--- src/rtl/keypad_pin_ctrl.sv ---
// Keypad access controller: press/release qualified keystrokes, PIN entry and check,
// unlock/error/lockout status. Define PIN_CHANGE_EN to enable the in-OPEN PIN change mode.
module keypad_pin_ctrl #(
  parameter int                     PIN_LEN        = 4,
  parameter logic [4*PIN_LEN-1:0]   PIN_DEFAULT    = 16'h1234,
  parameter int                     RELEASE_CYCLES = 1000000,
  parameter int                     OPEN_CYCLES    = 150000000,
  parameter int                     MAX_FAILS      = 3,
  parameter int                     LOCK_CYCLES    = 500000000
) (
  input  logic                 clk,
  input  logic                 rst,
  input  logic                 key_valid,
  input  logic [3:0]           key_code,
  output logic                 key_ack,
  output logic [4*PIN_LEN-1:0] entry_digits,
  output logic [3:0]           digit_count,
  output logic                 unlocked,
  output logic                 err,
  output logic                 locked_out
);

  localparam int EW   = 4 * PIN_LEN;
  localparam int TMAX = (OPEN_CYCLES > LOCK_CYCLES) ? OPEN_CYCLES : LOCK_CYCLES;
  localparam int TW   = $clog2(TMAX);
  localparam int RW   = (RELEASE_CYCLES > 1) ? $clog2(RELEASE_CYCLES) : 1;
  localparam int FW   = $clog2(MAX_FAILS + 1);

  localparam logic [TW-1:0] OPEN_LAST  = TW'(OPEN_CYCLES - 1);
  localparam logic [TW-1:0] LOCK_LAST  = TW'(LOCK_CYCLES - 1);
  localparam logic [RW-1:0] REL_LAST   = RW'(RELEASE_CYCLES - 1);
  localparam logic [FW-1:0] FAIL_LIMIT = FW'(MAX_FAILS);
  localparam logic [3:0]    LEN        = 4'(PIN_LEN);
  localparam logic [3:0]    K_STAR     = 4'd14;
  localparam logic [3:0]    K_HASH     = 4'd15;
`ifdef PIN_CHANGE_EN
  localparam logic [3:0]    K_A        = 4'd10;
  localparam logic [3:0]    K_B        = 4'd11;
`endif

  typedef enum logic [2:0] {
    S_ENTRY   = 3'd0,
    S_CHECK   = 3'd1,
    S_OPEN    = 3'd2,
`ifdef PIN_CHANGE_EN
    S_SET     = 3'd4,
`endif
    S_LOCKOUT = 3'd3
  } state_t;

  state_t          state_q, state_d;
  logic            armed_q, armed_d;
  logic [RW-1:0]   rel_cnt_q, rel_cnt_d;
  logic [TW-1:0]   timer_q, timer_d;
  logic [FW-1:0]   fails_q, fails_d;
  logic [EW-1:0]   entry_q, entry_d;
  logic [3:0]      count_q, count_d;
  logic            key_ack_q, key_ack_d;
  logic            err_q, err_d;
  logic            unlocked_q, unlocked_d;
  logic            locked_out_q, locked_out_d;
  logic [EW-1:0]   pin;
  logic            accept;
  logic            is_digit;
  logic            editing;
  logic            full;

`ifdef PIN_CHANGE_EN
  logic [EW-1:0]   pin_q, pin_d;
  assign pin = pin_q;
`else
  assign pin = PIN_DEFAULT;
`endif

  assign accept   = key_valid && armed_q;
  assign is_digit = (key_code <= 4'd9);
  assign full     = (count_q >= LEN);

  // Next-state logic for the key qualifier, entry buffer, timers and status FSM.
  always_comb begin
    state_d   = state_q;
    armed_d   = armed_q;
    rel_cnt_d = rel_cnt_q;
    timer_d   = timer_q;
    fails_d   = fails_q;
    entry_d   = entry_q;
    count_d   = count_q;
    key_ack_d = accept;
    err_d     = 1'b0;
`ifdef PIN_CHANGE_EN
    pin_d     = pin_q;
`endif

    if (key_valid) begin
      rel_cnt_d = '0;
      if (accept) begin
        armed_d = 1'b0;
      end else begin
        armed_d = armed_q;
      end
    end else if (!armed_q) begin
      if (rel_cnt_q == REL_LAST) begin
        armed_d   = 1'b1;
        rel_cnt_d = '0;
      end else begin
        rel_cnt_d = rel_cnt_q + RW'(1);
      end
    end else begin
      rel_cnt_d = '0;
    end

    // Digit and '*' handling is shared by ENTRY and SET.
`ifdef PIN_CHANGE_EN
    editing = accept && ((state_q == S_ENTRY) || (state_q == S_SET));
`else
    editing = accept && (state_q == S_ENTRY);
`endif
    if (editing && is_digit && !full) begin
      entry_d      = entry_q << 4;
      entry_d[3:0] = key_code;
      count_d      = count_q + 4'd1;
    end else if (editing && (key_code == K_STAR)) begin
      entry_d = '0;
      count_d = 4'd0;
    end else begin
      entry_d = entry_d;
    end

    case (state_q)
      S_ENTRY: begin
        if (accept && (key_code == K_HASH)) begin
          if (full) begin
            state_d = S_CHECK;
          end else begin
            err_d   = 1'b1;
            entry_d = '0;
            count_d = 4'd0;
          end
        end else begin
          state_d = S_ENTRY;
        end
      end
      S_CHECK: begin
        if (entry_q == pin) begin
          state_d = S_OPEN;
          fails_d = '0;
        end else begin
          err_d   = 1'b1;
          fails_d = fails_q + FW'(1);
          entry_d = '0;
          count_d = 4'd0;
          if ((fails_q + FW'(1)) == FAIL_LIMIT) begin
            state_d = S_LOCKOUT;
          end else begin
            state_d = S_ENTRY;
          end
        end
      end
      S_OPEN: begin
        if (timer_q == OPEN_LAST || (accept && key_code == K_STAR)) begin
          state_d = S_ENTRY;
          entry_d = '0;
          count_d = 4'd0;
`ifdef PIN_CHANGE_EN
        end else if (accept && key_code == K_A) begin
          state_d = S_SET;
          entry_d = '0;
          count_d = 4'd0;
`endif
        end else begin
          timer_d = timer_q + TW'(1);
        end
      end
`ifdef PIN_CHANGE_EN
      S_SET: begin
        if (accept && key_code == K_HASH) begin
          if (full) begin
            pin_d   = entry_q;
            state_d = S_ENTRY;
          end else begin
            err_d   = 1'b1;
          end
          entry_d = '0;
          count_d = 4'd0;
        end else if (accept && key_code == K_B) begin
          state_d = S_ENTRY;
          entry_d = '0;
          count_d = 4'd0;
        end else begin
          state_d = S_SET;
        end
      end
`endif
      S_LOCKOUT: begin
        if (timer_q == LOCK_LAST) begin
          state_d = S_ENTRY;
          fails_d = '0;
        end else begin
          timer_d = timer_q + TW'(1);
        end
      end
      default: begin
        state_d = S_ENTRY;
        entry_d = '0;
        count_d = 4'd0;
      end
    endcase

    if (state_d != state_q) begin
      timer_d = '0;
    end else begin
      timer_d = timer_d;
    end

`ifdef PIN_CHANGE_EN
    unlocked_d = (state_d == S_OPEN) || (state_d == S_SET);
`else
    unlocked_d = (state_d == S_OPEN);
`endif
    locked_out_d = (state_d == S_LOCKOUT);
  end

  // State and registered outputs with synchronous active-low reset.
  always_ff @(posedge clk) begin
    if (!rst) begin
      state_q      <= S_ENTRY;
      armed_q      <= 1'b1;
      rel_cnt_q    <= '0;
      timer_q      <= '0;
      fails_q      <= '0;
      entry_q      <= '0;
      count_q      <= 4'd0;
      key_ack_q    <= 1'b0;
      err_q        <= 1'b0;
      unlocked_q   <= 1'b0;
      locked_out_q <= 1'b0;
`ifdef PIN_CHANGE_EN
      pin_q        <= PIN_DEFAULT;
`endif
    end else begin
      state_q      <= state_d;
      armed_q      <= armed_d;
      rel_cnt_q    <= rel_cnt_d;
      timer_q      <= timer_d;
      fails_q      <= fails_d;
      entry_q      <= entry_d;
      count_q      <= count_d;
      key_ack_q    <= key_ack_d;
      err_q        <= err_d;
      unlocked_q   <= unlocked_d;
      locked_out_q <= locked_out_d;
`ifdef PIN_CHANGE_EN
      pin_q        <= pin_d;
`endif
    end
  end

  assign key_ack      = key_ack_q;
  assign entry_digits = entry_q;
  assign digit_count  = count_q;
  assign unlocked     = unlocked_q;
  assign err          = err_q;
  assign locked_out   = locked_out_q;

endmodule

--- config.mk ---
export PLATFORM = sky130hd
export DESIGN_NAME = keypad_pin_ctrl
export DESIGN_NICKNAME = d
export VERILOG_FILES = /design/src/rtl/keypad_pin_ctrl.sv
export SDC_FILE = /design/constraint.sdc
export NUM_CORES = 1
export LEC_CHECK = 0
export BUFFER_PORTS_ARGS = -buffer_cell sky130_fd_sc_hd__buf_2
export CORE_MARGIN = 3
export CORE_UTILIZATION = 40
export DETAILED_ROUTE_END_ITERATION = 7
export PLACE_DENSITY = 0.56
export RECOVER_POWER = 50
export SYNTH_ARGS = -nofsm -noshare
export SYNTH_HDL_FRONTEND = slang
export SYNTH_SLANG_ARGS = --single-unit
--- constraint.sdc ---
create_clock -name clk -period 3 [get_ports clk]
set_input_delay 0.3 -clock clk [delete_from_list [all_inputs] [get_ports clk]]
set_output_delay 0.3 -clock clk [all_outputs]
set_load 0.05 [all_outputs]
# Word-level counts from Yosys, hierarchy flattened
# Index checks and enable logic that the tools add are counted.
totals:
  in_bits: 7
  out_inout_bits: 24
  ff_bits: 79
  elab_cells: 86
classes:
  magnitude_cmp: 2
  muxes: 35
  eq_ne: 17
  add_sub_neg: 4
  n_bitwise: 1
  n_reduce_logical: 16
ops:
  columns: ["operator", "count"]
  rows:
  - ["16-bit two-way mux", 6]
  - ["16-bit one-hot mux with 4 select lines", 1]
  - ["29-bit two-way mux", 2]
  - ["29-bit one-hot mux with 2 select lines", 1]
  - ["29-bit by 1-bit adder with 29-bit output (second input constant)", 1]
  - ["29-bit by 28-bit equality test with 1-bit output (second input constant)", 1]
  - ["29-bit equality test (second input constant)", 1]
  - ["4-bit two-way mux", 6]
  - ["20-bit by 1-bit adder with 20-bit output (second input constant)", 1]
  - ["20-bit equality test (second input constant)", 1]
  - ["16-bit by 13-bit equality test with 1-bit output (second input constant)", 1]
  - ["4-bit one-hot mux with 4 select lines", 1]
  - ["3-bit by 2-bit equality test with 1-bit output (second input constant)", 4]
  - ["3-bit two-way mux", 4]
  - ["3-bit one-hot mux with 4 select lines", 1]
  - ["4-bit equality test (second input constant)", 2]
  - ["2-bit two-way mux", 4]
  - ["1-bit logical AND", 7]
  - ["1-bit two-way mux", 7]
  - ["2-bit inequality test (second input constant)", 3]
  - ["4-bit by 1-bit adder with 4-bit output (second input constant)", 1]
  - ["4-bit by 3-bit greater-or-equal comparator with 1-bit output (second input constant)", 1]
  - ["4-bit <= comparator (second input constant)", 1]
  - ["2-bit one-hot mux with 2 select lines", 1]
  - ["other kinds (15)", 16]

# Depth between registers and ports, before layout
# Gate-level depths: netlist (run 1).
depth:
  ltp_word: 8
  ltp_mapped: 10
  mapped_depth_nobuf: 7

# Least setup slack after synthesis (run 1)
# No wires, ideal clock.
synth_path:
  path_kind: "reg-to-reg"
  from: "reg timer_q[8]"
  to: "reg timer_q[23]"
  required_time_ns: 2.885
  path_stages_with_launch: 11
  setup_slack_ns: 0.849
  arrival_time_ns: 2.036
  path_buffers: 4
  setup_ns: 0.115
  cell_sequence: "dfxtp_1 -> buf_6 -> or4b_1 -> nor4_2 -> a31o_1 -> buf_4 -> nand3_2 -> o2111ai_2 -> buf_6 -> buf_6 -> nor2_1"
synth_between:
  elab_chain_cells: 6
synth_lines:
  columns: ["element", "line_no", "text"]
  rows:
  - ["from (decl)", "54", "logic [TW-1:0] timer_q, timer_d;"]
  - ["from (signal assigned)", "244", "timer_q <= timer_d;"]
  - ["parallel branches: the longest is 6 deep, another holds 29-bit by 1-bit adder with 29-bit output", null, null]
# Parallel ways; which one is timed is not known. The select of a mux whose other input is x is not followed.
# A chain may end at the register's enable or synchronous reset.

# Final worst setup path (run 1)
layout_path:
  from: "reg timer_q[8]"
  to: "reg unlocked_q, in the netlist unlocked"
layout_between:
  elab_chain_cells: 5
layout_lines:
  columns: ["element", "line_no", "text"]
  rows:
  - ["29-bit by 28-bit equality test with 1-bit output", "160", "if (timer_q == OPEN_LAST || (accept && key_code == K_STAR)) begin"]
  - ["1-bit logical OR", "160", null]
  - ["3-bit two-way mux", "160", null]
  - ["3-bit one-hot mux with 4 select lines (*)", "129", "case (state_q)"]
  - ["3-bit by 2-bit equality test with 1-bit output (*)", "218", "unlocked_d = (state_d == S_OPEN);"]
  - ["to (signal assigned)", "250", "unlocked_q <= unlocked_d;"]
  - ["to (decl)", "60", "logic unlocked_q, unlocked_d;"]
# Every way passes the cells marked *; elsewhere a longest branch is shown, timed or not.

==> metrics.sh, run 1 <==
CTS_RESIZED=0
CHIPHEIGHT_UM=101
VIA_COUNT=3004
POST-SYNTH-TOP-AREA-FRACTION_PCT=43.5
SYNTHDOMINANTAREACELLTYPE='dfxtp_1'
DRT.ANTENNA.VIOLATING_NETS=0
SYNTHESIS.NETS=434
DESIGN.DIE.AREA_UM2=10300
DRC=0
YS_TYPES=46
STATIC-LEAKAGE-POWER_nW=1.20
CTS_HOLD_BUFFERS=0
WORSTPATHARRIVAL_NS=2.85
FINAL_PERIOD_MINUS_WORST_SETUP_SLACK_NS=2.59
PORT_BUFFERS=30
FINALCLOCKSKEW_NS=0.0110
SYNTHESIS.YOSYS.WARNINGS=0
DP.FINAL_HPWL_UM=5490
MAX_CLOCK_FREQ_MHz=386
DETAIL_ROUTE.ITER0.VIOLATIONS=138
POST_DRT_WL_PER_CELL_UM=13.7
START_UTIL_PCT=41.5
FINAL_NETS=465
ROWS=34
CTSHTREEMAXLEVEL=3
FINALMAXSLEWVIOLATIONS=0
YS_ASYNC_SR_FRACTION_PCT=0
IRDROPWORSTVDD_mV=0.275
CLOCK_BUFFER_COUNT_FROM_CTS=9
ROUTABILITYCONGESTION=0.825
FINALWIRELENGTH_UM=7760
PART_OF_THE_CYCLE_THE_WORST_PATH_NEEDS_PCT=86.2
REQUIRED_NS=3.26
R2R_SETUP_SLACK_NS=0.41
TRITONCTS='built'
FLOORPLAN.IO_PINS=31
CTS_ROOT_BUFFER='clkbuf_8'
NUMBER_OF_NON_FILLER_INSTANCES_IN_THE_COMPLETED_LAYOUT=567
ANTENNA_FOUND_INITIAL=0
SYNTHESIS.AREA_PER_INSTANCE_UM2=8.60
KIND_OF_CELL_ADDING_THE_MOST_DELAY_TO_THE_CRITICAL_PATH='simple AND/OR/NAND/NOR gates'
CELL_COUNT_AFTER_SYNTHESIS=423
CRITPATHKIND='reg -> reg'
WORST-PATH-BUF-INV=0
CRIT_PATH_END_KIND='flip-flop'
SYN_TO_LAYOUT_AREA_DELTA_PCT=11.0
FINALSETUPVIOLCOUNT=0
DRIVE_ABOVE_1_SHARE_PCT=7.63
SYNTH-SEQ-AREA-SHARE_PCT=43.5
CLKSLEWWORSTSETUPHOLDPATHS_NS=0.09
POST_SYNTH_MAIN_AREA_CONTRIBUTORS='dfxtp_1 43%, nor2_1 8.1%, xnor2_1 7.2%, a22oi_1 3.9%, nand3_1 3.2%'
WIRE_LENGTH_OF_THE_FIRST_GLOBAL_ROUTING_PASS_UM=13300
FLOORPLAN.DIE.WIDTH_UM=101
CORE-AREA_UM2=8760
DRV.MAX_CAP_VIOLATION_COUNT=0
SYNTH_SEQ_CELLS=79
GLOBALROUTEOVERFLOWTOTAL=0
TIMING.HOLD.WORST.CLASS='in -> reg'
FINALSETUPTNS_NS=0
POST-CTS-SETUP-BUFFERS=0
NETLIST_AREA_UM2=3640
POSTLAYOUTCELLAREA_UM2=4040
POST_SYNTH_EDFFS=0
NUMPLACEDINSTANCES=551
CRITICAL-PATH-MAX-STAGE-DELAY_NS=0.55
YOSYS_MOST_USED_DFF='dfxtp_1'
TIMING_HOLD_VIOLATIONS_FINAL=0
FIRST_GLOBAL_VIAS=2795
WORST-PATH-MAX-FANOUT=11
CLK-INSERTION-DELAY-LATE_NS=0.36
GRT_SETUP_UNREPAIRED='no'
OUTCOME='finished, final reports clean'
SLEW_HEADROOM_PCT=49.3
TRITONCTS_NUM_SINKS=79
GRT_MAX_DEGREE=30
GRT_USAGE_PCT=15.9
DRT_FIRST_PASS_ITERS=4
WORST_PATH_MAX_DELAY_CELL='or4b_1'
TIGHTEST_SLEW_NS=0.758
POST_DRT_VIA_CELL_RATIO=5.30
CRITICAL_PATH.STARTPOINT_TYPE='flip-flop'
CLOCK_PATH_BUFFERS=2
PATH_COMMON_CELL='and2_1'
ANTENNA_DIODES=0
CRIT_CHAIN='or4b_1 > nor4_1 > a31o_1 > and2_1 > a21oi_1 > and2_1'
POWER_DENSITY_nW_PER_UM2=480
DPL-INSTANCE-AREA_UM2=3870
==> routing by layer <==
metal,share of wire [%],vias to the layer above,global-route usage (%),wire length [um]
li1,-,1557,-,-
met1,49,1379,22.2,3820
met2,45,53,23.8,3500
met3,3.7,15,4.20,290
met4,2.0,0,5.62,153
met5,0,-,0,0
==> metrics by stage <==
stage | util (%) | hold slack, ns | setup WS (ns) | power (mW)
6_report | 46.1 | 0.194 | 0.413 | 1.94
5_1_grt | 46.1 | 0.217 | 0.202 | 2.02
4_1_cts | 46.6 | 0.171 | 0.511 | 1.97
3_5_place_dp | 44.2 | 0.444 | 0.528 | 1.13
3_3_place_gp | 44.2 | 0.429 | 0.545 | 1.13
2_1_floorplan | - | 0.376 | 0.849 | 1.12
==> area by class of cell <==
cell class	instances	area, um^2
Tap cell	108	135
Clock buffer	9	124
Fill cell	865	4720
Sequential cell	79	1580
Clock inverter	7	83.8
Multi-Input combinational cell	315	1900
Inverter	12	45.0
Timing Repair Buffer	37	170
==> placed cells by master, fill, tap and decap left out, types with 3 or more instances in the layout <==
| cell | count |
|---|---|
| a2111oi_0 | 7 |
| a211oi_1 | 12 |
| a21oi_1 | 13 |
| a22oi_1 | 19 |
| and2_1 | 3 |
| and3_1 | 5 |
| and4_1 | 5 |
| buf_2 | 6 |
| buf_4 | 6 |
| clkbuf_1 | 24 |
| clkbuf_8 | 9 |
| dfxtp_1 | 79 |
| ha_1 | 4 |
| inv_1 | 12 |
| inv_6 | 4 |
| nand2_1 | 29 |
| nand2b_1 | 3 |
| nand3_1 | 23 |
| nand4_1 | 13 |
| nor2_1 | 79 |
| nor2b_1 | 5 |
| nor3_1 | 9 |
| nor4_1 | 4 |
| nor4b_1 | 5 |
| o21ai_0 | 6 |
| or3_1 | 4 |
| xnor2_1 | 30 |
| xor2_1 | 13 |
==> cell families after synthesis <==
| group | after synthesis | share of synthesized area [%] |
|---|---|---|
| AND/OR/NAND/NOR | 200 | 27.5 |
| flip-flops | 79 | 43.5 |
| AO/OA/AOI/OAI | 67 | 13.1 |
| XOR/XNOR | 43 | 10.3 |
| buffers and inverters | 29 | 4.13 |
| adder cells (fa/ha/maj) | 4 | 1.38 |
| other | 1 | 0.103 |
==> path summary, 6_finish.rpt <==
check / startpoint / to / cells after the start
max: timer_q[8]$_SDFFE_PP0P_ / unlocked$_SDFF_PN0_ / 6
max reg2reg: timer_q[8]$_SDFFE_PP0P_ / unlocked$_SDFF_PN0_ / 6
min: key_valid / armed_q$_SDFFE_PN1P_ / 2
min reg2reg: rel_cnt_q[0]$_SDFF_PP0_ / rel_cnt_q[0]$_SDFF_PP0_ / 1
==> worst reg2reg max path: stages, from the launching register on <==
cell and delay (ns):
dfxtp_1 0.42, or4b_1 0.56, nor4_1 0.39, a31o_1 0.43, and2_1 0.38, a21oi_1 0.14
and2_1 0.17
==> flip-flops by register name, summed over array words and instances (netlist names) <==
name and flops:
timer_q 29, locked_out 1, digit_count 4, rel_cnt_q 20, err 1, state_q 3
fails_q 2, armed_q 1, unlocked 1, key_ack 1, entry_digits 16
==> power by group <==
group / internal, mW / switching, mW
clock network: 0.402 / 0.429
logic: 0.0138 / 0.0394
registers: 1.05 / 0.00343
==> cells in the mapped netlist, types with 3 or more instances <==
library cell and number:
or3_1 4, inv_1 12, xor2_1 13, buf_6 3
nand3_1 23, nor2_1 79, clkbuf_1 7, a2111oi_0 7
xnor2_1 30, nor4_1 3, and4_1 5, nand2b_1 3
dfxtp_1 79, a22oi_1 19, ha_1 4, nand2_1 29
nand4_1 13, nor2b_1 5, and3_1 5, a211oi_1 12
nor4b_1 5, o21ai_0 6, buf_4 4, buf_2 3
and2_1 4, a21oi_1 13, nor3_1 9
Power figures use the tool's default switching activity.
==> run 2, diff against run 1 <==
Settings changed: ABC_AREA set to 1.
==> run 2 against run 1 <==
  * Die area up 25%
  * Synthesized cell count up 70%
  * Synthesized area up 26%
  * Clock skew down 0.0064 ns
  * Non-clock buffer count down 6
  * Critical path type unchanged
  * Via count up 41%
  * Register-to-register slack better by 0.23 ns
  * Combinational power up 27%
  * Sequential share of layout area down 8.3 points
  * Worst setup slack better by 0.23 ns
  * First-iteration DRC count up 36%
==> metrics.sh, run 2 <==
CLK-INSERTION-DELAY-LATE_NS=0.35  # about the same
YS_TYPES=36  # -22%
POSTLAYOUTCELLAREA_UM2=5120  # +27%
NETLIST_AREA_UM2=4600  # +26%
POWER_TOTAL_mW=2.37  # +22%
R2R.WORST_PATH.CELLS=13  # +7
FLOORPLAN.IO_PINS=31  # unchanged
DESIGN.DIE.AREA_UM2=12800  # +25%
FINAL.SETUP.WORST_SLACK_NS=0.640  # +0.228 ns
SLEW_HEADROOM_PCT=38.1  # -11 points
WORST_PATH_MAX_DELAY_CELL='dfxtp_1'
HP-START='rst'
CHIPHEIGHT_UM=113  # +12%
SYNTH.TOP_CELLS.BY_COUNT='194 x nand2_1, 114 x nor2_1, 109 x inv_1'
OUTCOME='finished, final reports clean'
POWER.SWITCHING_mW=0.515  # +9.2%
SYNTH-SEQ-AREA-SHARE_PCT=34.4  # -9.1 points
WORST-PATH-BUF-INV=3  # +3
CLOCK_POWER_SHARE_PCT=52.4  # +9.6 points
TRITONCTS_NUM_SINKS=79  # unchanged
SYNTH.MOST_COMMON_CELL='nand2_1'
VIA_COUNT=4227  # +41%
R2R_SETUP_SLACK_NS=0.64  # +0.23 ns
CELL_COUNT_AFTER_SYNTHESIS=720  # +70%
POWER.SHARE.SWITCHING_PCT=21.8  # -2.6 points
MAX_CLOCK_FREQ_MHz=424  # +9.7%
SYNTHESIS.AREA_PER_INSTANCE_UM2=6.39  # -26%
CORE-AREA_UM2=11000  # +26%
DRC=0  # unchanged
CRIT_PATH_END_KIND='flip-flop'
HOLD_SLACK_NS=0.176  # -0.0179 ns
WIRE_LENGTH_OF_THE_FIRST_GLOBAL_ROUTING_PASS_UM=18400  # +39%
NUMBER_OF_NON_FILLER_INSTANCES_IN_THE_COMPLETED_LAYOUT=891  # +57%
SYNTHDOMINANTAREACELLTYPE='dfxtp_1'
CLOCK_PATH_BUFFERS=2  # unchanged
DETAIL_ROUTE.ITER0.VIOLATIONS=188  # +36%
CRITICAL_REGISTER_TO_REGISTER_PATH_STARTPOINT='timer_q[0]$_SDFFE_PP0P_'
CTS_RESIZED=0  # unchanged
SHARE_SEQ_OF_TOTAL_POWER_PCT=44.7  # -9.7 points
SYN_TO_LAYOUT_AREA_DELTA_PCT=11.3
STATIC-LEAKAGE-POWER_nW=1.99  # +66%
IRDROPWORSTVDD_mV=0.495  # +80%
FINAL_CELL_MIX='196 x nand2_1, 115 x nor2_1, 110 x inv_1'
TRITONCTS='built'
INTERNAL_POWER_mW=1.85  # +26%
ROWS=38  # +12%
POST_SYNTH_EDFFS=0  # unchanged
PATH_COMMON_CELL='nand2_1'
CLKSLEWWORSTSETUPHOLDPATHS_NS=0.06  # -0.03 ns
FINALCLOCKSKEW_NS=0.00463  # -0.00639 ns
LARGEST_REGISTER='timer_q'
LAYOUT.CELLS.MOST_COMMON='nand2_1'
GRT_MAX_DEGREE=37  # +23%
POST-SYNTH-TOP-AREA-FRACTION_PCT=34.4  # -9.1 points
CTS_ROOT_BUFFER='clkbuf_16'
START_UTIL_PCT=41.7  # +0.19 points
YOSYS_MOST_USED_DFF='dfxtp_1'
DRT_FIRST_PASS_ITERS=5  # +1
KIND_OF_CELL_ADDING_THE_MOST_DELAY_TO_THE_CRITICAL_PATH='simple AND/OR/NAND/NOR gates'
HOLDPATHSTAGES=2  # unchanged
FIRST_GLOBAL_VIAS=4058  # +45%
CRITICAL-PATH-MAX-STAGE-DELAY_NS=0.41  # -0.14 ns
PART_OF_THE_CYCLE_THE_WORST_PATH_NEEDS_PCT=78.7  # -7.6 points
FINALMAXSLEWVIOLATIONS=0  # unchanged
FINALSETUPVIOLCOUNT=0  # unchanged
DP_SLACK_NS=0.722  # +0.194 ns
CRIT_CHAIN='ha_1 > inv_1 > nor2_4 > nand4_1 > nor2_1 > nand2_1 > nand2_1 > nand2_4 > buf_4 > nand2_1 > o21ai_2 > inv_1 > nor2_2'
PORT_BUFFERS=30  # unchanged
LARGEST_REG_FLOPS=29  # unchanged
ANTENNA_DIODES=0  # unchanged
DESTINATION_OF_THE_WORST_REGISTER_TO_REGISTER_TIMING_PATH='timer_q[27]$_SDFFE_PP0P_'
FINALCOREUTILIZATION_PCT=46.4  # +0.31 points
TIMING_HOLD_VIOLATIONS_FINAL=0  # unchanged
POST_SYNTH_MAIN_AREA_CONTRIBUTORS='dfxtp_1 34%, nand2_1 16%, nor2_1 9.3%, inv_1 8.9%, xor2_1 4.4%'
ANTENNA_FOUND_INITIAL=0  # unchanged
SYNTH_SEQ_CELLS=79  # unchanged
DP.FINAL_HPWL_UM=8080  # +47%
FINALWIRELENGTH_UM=10700  # +38%
REQUIRED_NS=3.21  # -0.05 ns
FINALSETUPTNS_NS=0  # unchanged
POST_DRT_WL_PER_CELL_UM=12.0  # -12%
DRT.ANTENNA.VIOLATING_NETS=0  # unchanged
CLOCK_BUFFER_COUNT_FROM_CTS=9  # unchanged
WORST-PATH-MAX-FANOUT=30  # +19
SYNTHESIS.YOSYS.WARNINGS=0  # unchanged
NUMPLACEDINSTANCES=875  # +59%
DRIVE_ABOVE_1_SHARE_PCT=8.79  # +1.2 points
SHARE_COMB_OF_TOTAL_POWER_PCT=2.9  # +0.2 points
POWER_DENSITY_nW_PER_UM2=462  # -3.6%
POST_DRT_VIA_CELL_RATIO=4.74  # -10%
GRT_SETUP_UNREPAIRED='no'
TIGHTEST_SLEW_NS=0.926  # +0.167 ns
TIMING.HOLD.WORST.CLASS='in -> reg'
DPL-INSTANCE-AREA_UM2=4820  # +24%
CRITPATHKIND='reg -> reg'
CTS_HOLD_BUFFERS=0  # unchanged
FINAL_PERIOD_MINUS_WORST_SETUP_SLACK_NS=2.36  # -0.228 ns
SYNTHESIS.NETS=731  # +68%
WORSTPATHARRIVAL_NS=2.57  # -0.28 ns
FLOORPLAN.DIE.WIDTH_UM=113  # +12%
FINAL_NETS=757  # +63%
ROUTABILITYCONGESTION=0.926  # +12%
GLOBALROUTEOVERFLOWTOTAL=0  # unchanged
DRV.MAX_CAP_VIOLATION_COUNT=0  # unchanged
YS_ASYNC_SR_FRACTION_PCT=0  # unchanged
GRT_USAGE_PCT=17.7  # +1.8 points
CTSHTREEMAXLEVEL=3  # unchanged
CRITICAL_PATH.STARTPOINT_TYPE='flip-flop'
POST-CTS-SETUP-BUFFERS=0  # unchanged
MIN_DELAY_WORST_ENDPOINT='armed_q$_SDFFE_PN1P_'
[run 2: logic make-up (layout without fill, tap and decap cells)]
group / count (synthesis) / in the layout / share of synthesized area (%)
AOI/OAI and AO/OA: 70 / 70 / 9.43
xor gates and xnor gates: 23 / 23 / 4.38
adders and majority gates: 4 / 4 / 1.09
buffers and inverters: 127 / 158 / 11.6
DFF: 79 / 79 / 34.4
other: 1 / 1 / 0.0815
and+or+nand+nor: 416 / 416 / 39.1
[run 2: final cells by class]
type / count / area, um^2
inverter: 111 / 417
tap: 140 / 175
sequential: 79 / 1580
multi-input combinational: 514 / 2480
fill: 1195 / 5910
timing repair buffer: 31 / 128
clock buffer: 11 / 253
clock inverter: 5 / 86.3
[run 2: metal layers]
layer,track usage [%],wire length [um]
met1,21.1,4990
met2,30.5,5120
met3,5.35,411
met4,5.93,162
met5,0,0
[run 2: worst max path at each step]
stage / start / to / slack, ns / cells after the start
after floorplan: entry_digits[2]$_SDFF_PN0_ / timer_q[19]$_SDFFE_PP0P_ / 1.17 / 12
after global placement: timer_q[0]$_SDFFE_PP0P_ / timer_q[27]$_SDFFE_PP0P_ / 0.80 / 13
after detailed placement: timer_q[0]$_SDFFE_PP0P_ / timer_q[16]$_SDFFE_PP0P_ / 0.72 / 10
after CTS: timer_q[0]$_SDFFE_PP0P_ / timer_q[27]$_SDFFE_PP0P_ / 0.71 / 13
after global routing: timer_q[0]$_SDFFE_PP0P_ / timer_q[27]$_SDFFE_PP0P_ / 0.37 / 13
final: timer_q[0]$_SDFFE_PP0P_ / timer_q[27]$_SDFFE_PP0P_ / 0.64 / 13
[run 2: power by group through the flow]
stage	Combinational, mW	Sequential (mW)	Clock (mW)
floorplan	0.0445	1.09	0
global placement	0.0693	1.08	0
detailed placement	0.0705	1.08	0
CTS	0.0707	1.06	1.28
global route	0.0768	1.06	1.32
finish	0.0676	1.06	1.24
